[config.mk]
export PLATFORM = sky130hd
export DESIGN_NAME = dma_channel_arbiter
export DESIGN_NICKNAME = d
export VERILOG_FILES = /design/src/rtl/dma_pkg.sv /design/src/rtl/rr_arbiter.sv /design/src/rtl/dma_channel_arbiter.sv
export SDC_FILE = /design/constraint.sdc
export NUM_CORES = 1
export LEC_CHECK = 0
export CAP_MARGIN = 20
export CORE_ASPECT_RATIO = 0.8
export CORE_MARGIN = 8
export CORE_UTILIZATION = 48
export CTS_CLUSTER_SIZE = 10
export DETAILED_ROUTE_END_ITERATION = 7
export PLACE_DENSITY = 0.78
export SYNTH_ARGS = -nofsm -noshare
export SYNTH_HDL_FRONTEND = slang
export SYNTH_SLANG_ARGS = --single-unit
[constraint.sdc]
create_clock -name clk -period 3.2 [get_ports clk]
set_input_delay 0.32 -clock clk [delete_from_list [all_inputs] [get_ports clk]]
set_output_delay 0.32 -clock clk [all_outputs]
set_load 0.02 [all_outputs]
[src/rtl/dma_pkg.sv]
// Shared definitions for the DMA channel arbiter: FSM encoding, transfer modes
// and the default address width of the 8-entry core memory.
package dma_pkg;

  typedef enum logic [1:0] {
    ST_IDLE  = 2'd0,
    ST_ISSUE = 2'd1,
    ST_WAIT  = 2'd2
  } state_e;

  localparam logic MODE_SINGLE = 1'b0;
  localparam logic MODE_BURST  = 1'b1;

  localparam int DEFAULT_ADDR_W = 3;

endpackage

[src/rtl/rr_arbiter.sv]
// Combinational round-robin pick: the first requester at or after ptr,
// wrapping modulo NUM_CH. Returns both a one-hot grant and its index.
module rr_arbiter #(
  parameter int NUM_CH = 4,
  parameter int IDX_W  = $clog2(NUM_CH)
) (
  input  logic [NUM_CH-1:0] req,
  input  logic [IDX_W-1:0]  ptr,
  output logic [NUM_CH-1:0] gnt,
  output logic [IDX_W-1:0]  idx
);

  logic             found;
  logic [IDX_W-1:0] cand_idx;

  always_comb begin
    gnt      = '0;
    idx      = '0;
    found    = 1'b0;
    cand_idx = '0;
    for (int off = 0; off < NUM_CH; off++) begin
      cand_idx = IDX_W'((int'(ptr) + off) % NUM_CH);
      if (!found && req[cand_idx]) begin
        found         = 1'b1;
        gnt[cand_idx] = 1'b1;
        idx           = cand_idx;
      end
    end
  end

endmodule

[src/rtl/dma_channel_arbiter.sv]
// Shares one DMA core among NUM_CH channels: round-robin grant, one-cycle
// start pulse, then waits for the core's done edge or a timeout.
module dma_channel_arbiter
  import dma_pkg::*;
#(
  parameter int NUM_CH  = 4,
  parameter int ADDR_W  = DEFAULT_ADDR_W,
  parameter int TMO_CYC = 64,
  localparam int IDX_W  = $clog2(NUM_CH),
  localparam int CNT_W  = $clog2(TMO_CYC + 1)
) (
  input  logic                     clk,
  input  logic                     rst,
  input  logic [NUM_CH-1:0]        req,
  input  logic [NUM_CH*ADDR_W-1:0] req_src,
  input  logic [NUM_CH*ADDR_W-1:0] req_dst,
  input  logic [NUM_CH-1:0]        req_mode,
  output logic [NUM_CH-1:0]        ch_ack,
  output logic [NUM_CH-1:0]        ch_done,
  output logic [NUM_CH-1:0]        ch_err,
  output logic                     dma_start,
  output logic [ADDR_W-1:0]        dma_src,
  output logic [ADDR_W-1:0]        dma_dst,
  output logic                     dma_mode,
  input  logic                     dma_done,
  output logic                     busy,
  output logic [IDX_W-1:0]         cur_ch
);

  state_e state_reg, state_next;

  logic [IDX_W-1:0]  rr_ptr_reg, rr_ptr_next;
  logic [CNT_W-1:0]  tmo_cnt_reg, tmo_cnt_next;
  logic              done_q_reg;
  logic [NUM_CH-1:0] ch_ack_next, ch_done_next, ch_err_next;
  logic              dma_start_next, dma_mode_next, busy_next;
  logic [ADDR_W-1:0] dma_src_next, dma_dst_next;
  logic [IDX_W-1:0]  cur_ch_next;

  logic [ADDR_W-1:0] src_arr [NUM_CH];
  logic [ADDR_W-1:0] dst_arr [NUM_CH];
  logic [NUM_CH-1:0] win_gnt;
  logic [IDX_W-1:0]  win_idx;
  logic              done_rise, tmo_hit;

  for (genvar gi = 0; gi < NUM_CH; gi++) begin : g_unpack
    assign src_arr[gi] = req_src[gi*ADDR_W +: ADDR_W];
    assign dst_arr[gi] = req_dst[gi*ADDR_W +: ADDR_W];
  end

  rr_arbiter #(.NUM_CH(NUM_CH), .IDX_W(IDX_W)) u_rr (
    .req (req),
    .ptr (rr_ptr_reg),
    .gnt (win_gnt),
    .idx (win_idx)
  );

  // A core that already holds done high when started must not complete the transfer.
  assign done_rise = dma_done & ~done_q_reg;
  assign tmo_hit   = (tmo_cnt_reg == CNT_W'(TMO_CYC - 1));

  always_ff @(posedge clk) begin
    if (rst) state_reg <= ST_IDLE;
    else     state_reg <= state_next;
  end

  always_comb begin
    state_next = state_reg;
    case (state_reg)
      ST_IDLE:  if (|req) state_next = ST_ISSUE;
      ST_ISSUE: state_next = ST_WAIT;
      ST_WAIT:  if (done_rise || tmo_hit) state_next = ST_IDLE;
      default:  state_next = ST_IDLE;
    endcase
  end

  always_comb begin
    rr_ptr_next    = rr_ptr_reg;
    tmo_cnt_next   = tmo_cnt_reg;
    ch_ack_next    = '0;
    ch_done_next   = '0;
    ch_err_next    = '0;
    dma_start_next = 1'b0;
    dma_src_next   = dma_src;
    dma_dst_next   = dma_dst;
    dma_mode_next  = dma_mode;
    cur_ch_next    = cur_ch;
    busy_next      = (state_next != ST_IDLE);
    case (state_reg)
      ST_IDLE: begin
        if (|req) begin
          dma_src_next  = src_arr[win_idx];
          dma_dst_next  = dst_arr[win_idx];
          dma_mode_next = req_mode[win_idx];
          cur_ch_next   = win_idx;
          ch_ack_next   = win_gnt;
          rr_ptr_next   = (win_idx == IDX_W'(NUM_CH - 1)) ? '0 : win_idx + IDX_W'(1);
        end
      end
      ST_ISSUE: begin
        dma_start_next = 1'b1;
        tmo_cnt_next   = '0;
      end
      ST_WAIT: begin
        // Completion takes priority when it coincides with the timeout.
        if (done_rise)    ch_done_next = NUM_CH'(1) << cur_ch;
        else if (tmo_hit) ch_err_next  = NUM_CH'(1) << cur_ch;
        else              tmo_cnt_next = tmo_cnt_reg + CNT_W'(1);
      end
      default: ;
    endcase
  end

  always_ff @(posedge clk) begin
    if (rst) begin
      rr_ptr_reg  <= '0;
      tmo_cnt_reg <= '0;
      done_q_reg  <= 1'b0;
      ch_ack      <= '0;
      ch_done     <= '0;
      ch_err      <= '0;
      dma_start   <= 1'b0;
      dma_src     <= '0;
      dma_dst     <= '0;
      dma_mode    <= 1'b0;
      busy        <= 1'b0;
      cur_ch      <= '0;
    end else begin
      rr_ptr_reg  <= rr_ptr_next;
      tmo_cnt_reg <= tmo_cnt_next;
      done_q_reg  <= dma_done;
      ch_ack      <= ch_ack_next;
      ch_done     <= ch_done_next;
      ch_err      <= ch_err_next;
      dma_start   <= dma_start_next;
      dma_src     <= dma_src_next;
      dma_dst     <= dma_dst_next;
      dma_mode    <= dma_mode_next;
      busy        <= busy_next;
      cur_ch      <= cur_ch_next;
    end
  end

endmodule

Word level (Yosys, flattened, before mapping). Index checks and enable logic that the tools add are counted. Widths: inputs -> output; s select.

Flip-flop bits (word level): 35. Bits in latches: 0. Bits in writable memories: 0. Memory bits (read-only): 0. Input bits: 35. Output and inout port bits: 23. Word-level logic and storage cells: 109. Memories: 0.

Add/subtract/negate cells: 5. Multipliers: 0. Divide/modulo/power cells: 0. $lt $le $gt $ge: 10. Equal/unequal tests: 6. Shift-type cells: 1. Muxes and demuxes: 43. Bitwise operators: 11. Reductions and logical operators: 20.

Operators by type and width (count): $mux 4 (4); $lt 2x3->1 const B (5); $mux 2 (7); $mux 7 (2); $pmux 7 s2 (1); $mux 1 (13); $bmux 3 s2 (2); $mux 3 (4); $or 4x4->4 (3); $bmux 1 s2 (5); $demux 1 s2 (4); $ge 2x1->1 const B (4); $reduce_or 4->1 (2); $add 7x1->7 const B (1); $eq 7x6->1 const B (1); $logic_and 1x1->1 (7); $not 1->1 (6); $pmux 2 s3 (1); $reduce_or 3->1 (2); $add 2x1->2 const B (2); $add 2x2->2 const B (2); $eq 2x2->1 const B (2); $ne 2x2->1 const B (2); $reduce_bool 2->1 (2); 10 further kinds (12).

Longest topological paths before layout. Gate-level depths: netlist (run 1).

Depth after elaboration: 16. Mapped depth: 12. Gate-level depth less buffers: 8.

Cells and area by module. Synthesis (run 1) repeated with hierarchy kept, for this count alone.

Cell total of the unflattened synthesis: 199. Area, all modules: 1964.4 um2.

Modules (own cells, without submodules): dma_channel_arbiter (instances 1, cells an instance 134, area an instance 1475.2 um2, sequential area each 700.7 um2); rr_arbiter (instances 1, cells an instance 65, area an instance 489.2 um2, sequential area each 0.0 um2).

Least setup slack after synthesis (run 1). No wires, ideal clock.

Kind: register to register. From: reg rr_ptr_reg[0]. To: reg dma_src[1]. Setup time: 119 ps. Data arrival time: 2668 ps. Data required time: 3081 ps. Slack: 413 ps. Cell stages (with the launch flop): 13. Path buffers: 4. Clock period less this slack: 2787 ps. Cells stage by stage: dfxtp_1 > buf_6 > clkbuf_8 > inv_1 > ha_1 > mux4_2 > nor2b_4 > buf_6 > o21ai_4 > nand2_4 > buf_6 > mux2_4 > o221a_1.

Cells in the longest elaborated chain, start to end: 16. Elaborated cells on any way between the ends: 28. Classes of those cells: add/sub: 3; mux: 18; bitwise: 1; reduce/logical: 6.

Ends and longest elaborated chain: from (decl) (line dma_channel_arbiter.sv:32) `logic [IDX_W-1:0] rr_ptr_reg, rr_ptr_next;`; from (signal assigned) (line dma_channel_arbiter.sv:129) `rr_ptr_reg <= rr_ptr_next;`; branches (longest 11 deep; another with $add 2x1->2); $mux 2 (*) (line rr_arbiter.sv:23) `if (!found && req[cand_idx]) begin`; $not 2->3 (not written as such) (*) (line dma_channel_arbiter.sv:92) `dma_src_next = src_arr[win_idx];`; $bmux 3 s2 (*) (line dma_channel_arbiter.sv:92); $mux 3 (not written as such) (*) (2 in a row) (line dma_channel_arbiter.sv:92); to (signal assigned) (line dma_channel_arbiter.sv:136) `dma_src <= dma_src_next;`; to (decl) (line dma_channel_arbiter.sv:22) `output logic [ADDR_W-1:0] dma_src,`.

Mark *: on every way between the ends. The select of a mux whose other input is x is not followed. A chain may end at the register's enable or synchronous reset.

Worst setup path in the final report (run 1).
From: reg rr_ptr_reg[0]. To: reg dma_mode.

Cells in the longest elaborated chain, start to end: 14. Elaborated cells on any way between the ends: 26. Classes of those cells: add/sub: 3; mux: 17; reduce/logical: 6.

Ends and longest elaborated chain: branches (longest 11 deep; another with $add 2x1->2); $mux 2 (*) (line rr_arbiter.sv:23); $bmux 1 s2 (*) (line dma_channel_arbiter.sv:94) `dma_mode_next = req_mode[win_idx];`; $mux 1 (not written as such) (*) (line dma_channel_arbiter.sv:94); to (signal assigned) (line dma_channel_arbiter.sv:138) `dma_mode <= dma_mode_next;`; to (decl) (line dma_channel_arbiter.sv:24) `output logic dma_mode,`.

Marked as above.

==> qor.txt, run 1 <==
Reg2Reg Depth - 8
Average cell area after synthesis - 9.50 µm²
Cts hold-fix bufs - 0
# diodes - 0
Clock Tree Buf Depth - 2
Pwr Density - 669 nW/µm²
Met2 WL - 2080 µm
Cts repair resizes - 0
Number of global-route vias before repair - 1,687
Uppermost layer routed - met4
Via density - 5.33
CTS tree - built
Met3 wire length - 434 µm
Multi-input logic area - 1220 µm²
Reg2reg setup slack - 0.54 ns
Cells after synthesis - 216
DRT iter0 DRCs - 116
Final setup fails - 0
CP cell instances - inv_1 > ha_1 > mux4_2 > nor2b_4 > o21ai_4 > nand2_4 > mux2_2 > o221a_1
Core Area - 4150 µm²
CTS Buf Count - 5
First-pass GRT wire length - 8040 µm
Data arrival, critical path - 2.83 ns
Tmin final - 2.66 ns
Internal - 0.00114 W
DR DRC count - 0
Sw Share - 0.374
Post-place setup slack - 0.335 ns
Pwr Total - 0.00183 W
Synth warn - 0
Seq/Total Area, Yosys - 0.341
Post-Layout Cell Count - 333
Placed instance count - 325
Slew headroom - 0.694
RSZ-0062 raised after global routing - no
Max Slew Vio Count - 0
Setup ws final - 0.545 ns
Slew @ Worst Pin - 0.457 ns
Critical path's slowest cell - mux4_2
Commonest non-fill, non-tap cell in the layout - clkdlybuf4s50_1
Nets - 316
GRT Overall Usage - 0.153
Fillers - 362
Yosys reg bits - 35
Clock transition at path regs - 0.07 ns
Top-level I/O count - 58
Initial antenna violation count - 0
Crit start category - flop
Share of layout cells above drive strength 1 - 0.152
Combinational share of power - 0.513
Most frequent cells in the layout - clkdlybuf4s50_1 (57), nor2_1 (38), dfxtp_1 (35)
Via count - 1,775
WL met1 - 2290 µm
Crit path required time - 3.37 ns
Reg power frac - 0.299
Fmax - 377 MHz
Initial Utilization - 0.494
Post-CTS Setup Bufs - 0
Hold Path Class - reg2reg
Avg WL per Cell - 14.5 µm
P_leak - 1.03 nW
Delay of the slowest critical-path stage - 0.49 ns
Part of the cycle the worst path needs - 0.830
Status - finished clean
Die W - 89.1 µm
Max FFs per register - 7
Clk sinks - 35
Reg2reg end - dma_mode
Clock tree root buffer cell - clkbuf_8
Synthesized Nets - 257
Final hold violations - 0
Clk pwr share - 0.188
H-Tree Depth - 2
TNS Setup - 0 ns
Row cnt - 21
Wirelength, routed - 4850 µm
GP Congestion - 0.831
Setup crit start - rr_ptr_reg[0]
CP max FO - 13
Synthesized area - 2050 µm²
Grt total ovfl - 0
Pin count of the biggest net entering global routing - 22
Setup CP Type - reg2reg
Max cap viols - 0
Synth unique cells - 50
Sw power - 0.000683 W
Detailed placement HPWL - 3790 µm
Clock latency on the worst-skew pair - 0.28 ns
Pre-antenna DRT Iters - 4
Crit path to - dma_mode
Chip height - 74.5 µm
Max IR drop VDD - 0.336 mV
Synth-to-Final Area Change - 33.0%
Port buffer count - 57
Sequential cell area - 701 µm²
Die area - 6640 µm²
CP Capture Type - flop
Final Skew - 0.00664 ns
Routed Antenna Nets - 0
FF-to-FF Start - rr_ptr_reg[0]
==> layer usage <==
layer,vias up,GRT usage
met5,-,0
met4,0,0.0386
met3,5,0.0673
met2,67,0.218
met1,805,0.203
li1,898,-
==> power by group through the flow <==
stage	clock network, W	logic (W)	registers (W)
after floorplan	0	0.000632	0.000620
after global placement	0	0.000922	0.000556
after detailed placement	0	0.000933	0.000555
after CTS	0.000350	0.000938	0.000547
after global routing	0.000374	0.00101	0.000555
final	0.000343	0.000936	0.000547
==> worst max-delay path: cells and delay by family, from the launching register on <==
family | cells | cell delay (ns)
AOI/OAI and AO/OA | 2 | 0.34
adders and majority gates | 1 | 0.43
buffers and inverters | 1 | 0.09
DFF | 1 | 0.33
muxes | 2 | 0.85
and+or+nand+nor | 2 | 0.50
==> cell type report <==
| type | count | area share |
|---|---|---|
| multi-input combinational | 164 | 0.447 |
| clock buffer | 8 | 0.0367 |
| timing repair buffer | 63 | 0.225 |
| inverter | 6 | 0.00825 |
| tap | 57 | 0.0261 |
| sequential | 35 | 0.257 |
==> Yosys cell counts (all sizes together) <==
cell / number / area share
o311ai: 2 / 0.0085
o2111ai: 1 / 0.0043
xnor2: 2 / 0.0085
a21oi: 8 / 0.020
dfxtp: 35 / 0.34
o221ai: 2 / 0.0085
nand2b: 8 / 0.024
a31oi: 2 / 0.0061
nand4: 2 / 0.0061
xor2: 3 / 0.013
and2b: 1 / 0.0043
o21ai: 5 / 0.021
ha: 6 / 0.037
nand2: 15 / 0.032
o31a: 1 / 0.0043
or4: 2 / 0.0091
a22oi: 5 / 0.018
mux2: 17 / 0.10
nor3: 5 / 0.012
nand3b: 3 / 0.011
nor4b: 1 / 0.012
nand3: 2 / 0.0049
a211oi: 1 / 0.0037
buf: 5 / 0.027
o21a: 1 / 0.0073
o22ai: 1 / 0.0031
a221oi: 4 / 0.017
inv: 6 / 0.011
o221a: 4 / 0.022
and3: 3 / 0.0091
clkbuf: 6 / 0.026
nor2: 38 / 0.070
a311oi: 1 / 0.0043
mux4: 3 / 0.033
nor4: 1 / 0.0031
or3: 4 / 0.013
mux2i: 5 / 0.024
nor2b: 3 / 0.013
o211ai: 2 / 0.0073
==> kinds of logic (layout without fill, tap and decap cells) <==
family / count (synthesis) / count (layout) / share of synthesized area
AOI/OAI and AO/OA: 40 / 40 / 0.155
xor gates and xnor gates: 5 / 5 / 0.0213
adders and majority gates: 6 / 6 / 0.0366
buffers and inverters: 17 / 77 / 0.0640
DFF: 35 / 35 / 0.341
muxes: 25 / 25 / 0.158
and+or+nand+nor: 88 / 88 / 0.223
==> how the worst min path moves through the flow <==
stage | start | endpoint | cells after the start
after floorplan | tmo_cnt_reg[6] | tmo_cnt_reg[6] | 2
after global placement | tmo_cnt_reg[6] | tmo_cnt_reg[6] | 2
after detailed placement | tmo_cnt_reg[6] | tmo_cnt_reg[6] | 2
after CTS | tmo_cnt_reg[6] | tmo_cnt_reg[6] | 2
after global routing | tmo_cnt_reg[6] | tmo_cnt_reg[6] | 2
final | tmo_cnt_reg[6] | tmo_cnt_reg[6] | 2
==> metrics by stage <==
step / hold WS (ns) / area, µm² / utilization
5_1_grt: 0.486 / 2730 / 0.658
4_1_cts: 0.461 / 2730 / 0.658
2_1_floorplan: 0.431 / 2050 / -
3_3_place_gp: 0.446 / 2630 / 0.634
3_5_place_dp: 0.452 / 2630 / 0.634
6_report: 0.461 / 2730 / 0.658
(Power assumes the default switching activity.)
==> run 2: changes to the inputs <==
==> constraint.sdc (replaced) <==
create_clock -name clk -period 2.72 [get_ports clk]
set_input_delay 0.272 -clock clk [delete_from_list [all_inputs] [get_ports clk]]
set_output_delay 0.272 -clock clk [all_outputs]
set_load 0.02 [all_outputs]
==> qor.txt, run 2 (synthesized netlist as in run 1, its figures left out) <==
Status - finished clean
Crit path required time - 2.90 ns
Slew @ Worst Pin - 0.931 ns
Row cnt - 21
Max cap viols - 0
CTS tree - built
Delay of the slowest critical-path stage - 0.61 ns
Top-level I/O count - 58
CTS Buf Count - 5
Wirelength, routed - 4930 µm
CP Capture Type - flop
Cts hold-fix bufs - 0
Grt total ovfl - 0
DR DRC count - 0
Commonest non-fill, non-tap cell in the layout - clkdlybuf4s50_1
Pre-antenna DRT Iters - 5
Die area - 6640 µm²
Clock tree root buffer cell - clkbuf_8
Data arrival, critical path - 2.61 ns
Final setup fails - 0
Crit start category - flop
Synth-to-Final Area Change - 34.7%
Chip height - 74.5 µm
Nets - 321
Pwr Density - 778 nW/µm²
Tmin final - 2.43 ns
CP cell instances - buf_4 > mux4_2 > nor2b_4 > o21ai_4 > nand2_4 > mux2_2 > o221a_1
Port buffer count - 57
Post-CTS Setup Bufs - 0
Critical path's slowest cell - mux4_2
Die W - 89.1 µm
Max Slew Vio Count - 0
Crit path buf inv count - 1
Clock latency on the worst-skew pair - 0.28 ns
Core Area - 4150 µm²
Part of the cycle the worst path needs - 0.894
Placed Area - 2680 µm²
TNS Setup - 0 ns
Avg WL per Cell - 14.6 µm
Number of global-route vias before repair - 1,728
Fillers - 351
Initial antenna violation count - 0
# diodes - 0
Largest delay share family, worst path - multiplexers
Setup CP Type - reg2reg
Clock Tree Buf Depth - 2
H-Tree Depth - 2
Initial Utilization - 0.494
Max FFs per register - 7
Via density - 5.36
Via count - 1,811
GP Congestion - 0.901
Final hold violations - 0
DRT iter0 DRCs - 75
RSZ-0062 raised after global routing - no
Clk sinks - 35
Hold Worst Slack - 0.480 ns
Max IR drop VDD - 0.417 mV
Clock transition at path regs - 0.07 ns
Cts repair resizes - 0
Fmax - 411 MHz
Slew headroom - 0.372
Routed Antenna Nets - 0
First-pass GRT wire length - 8050 µm
Final Skew - 0.00717 ns
P_leak - 1.05 nW
Detailed placement HPWL - 3910 µm
Pin count of the biggest net entering global routing - 22
CP max FO - 15
Hold Path Class - reg2reg
Design area - 2760 µm²
Share of layout cells above drive strength 1 - 0.174
Most frequent cells in the layout - clkdlybuf4s50_1 (57), nor2_1 (38), dfxtp_1 (35)
GRT Overall Usage - 0.155
==> run 2: changes by cell type in the layout (fill, tap and decap cells not counted) <==
cell / before / now
ha_4: 0 / 1
clkinv_2: 0 / 3
buf_4: 6 / 11
clkbuf_8: 7 / 5
ha_1: 6 / 5
clkbuf_1: 1 / 0
==> run 2: final cells by class <==
cell class              instances  area, µm²  area share
well taps                      57       71.3      0.0258
repair buffers                 68        653       0.236
multi-input cells             164       1230       0.446
clock buffers                   5       68.8      0.0249
inverters                       6       22.5     0.00815
flip-flops and latches         35        701       0.254
clock inverters                 3       15.0     0.00543
==> run 2: worst reg2reg max path, cell delays in order, from the launching register on <==
cell and delay [ns]:
dfxtp_1 0.35, buf_4 0.23, mux4_2 0.62, nor2b_4 0.23, o21ai_4 0.08, nand2_4 0.20, mux2_2 0.37, o221a_1 0.25
==> run 2: report_power, final <==
part	internal, W	switching [W]
Sequential	0.000592	0.0000527
Clock	0.000175	0.000177
Combinational	0.000572	0.000581
Total	0.00134	0.000811
==> run 2: final timing paths <==
check,startpoint,slack [ns],end,depth (start not counted)
hold / removal,tmo_cnt_reg[6],0.48,tmo_cnt_reg[6],2
setup / recovery,rr_ptr_reg[0],0.29,dma_mode,7
hold reg to reg,tmo_cnt_reg[6],0.48,tmo_cnt_reg[6],2
setup reg to reg,rr_ptr_reg[0],0.29,dma_mode,7
==> run 2: per-stage QoR <==
stage               cells  power, W  utilization  setup slack [ns]
floorplan             216   0.00149            -            0.0125
global placement      330   0.00179        0.646             0.102
detailed placement    330   0.00181        0.646            0.0501
CTS                   338   0.00216        0.666             0.282
global route          338   0.00229        0.666             0.126
finish                338   0.00215        0.666             0.289
==> run 2: per-layer routing <==
layer	track usage	wire length (µm)	share of wire
met1	0.211	2370	0.48
met2	0.226	2090	0.42
met3	0.0497	416	0.084
met4	0.0441	55	0.011
met5	0	0	0
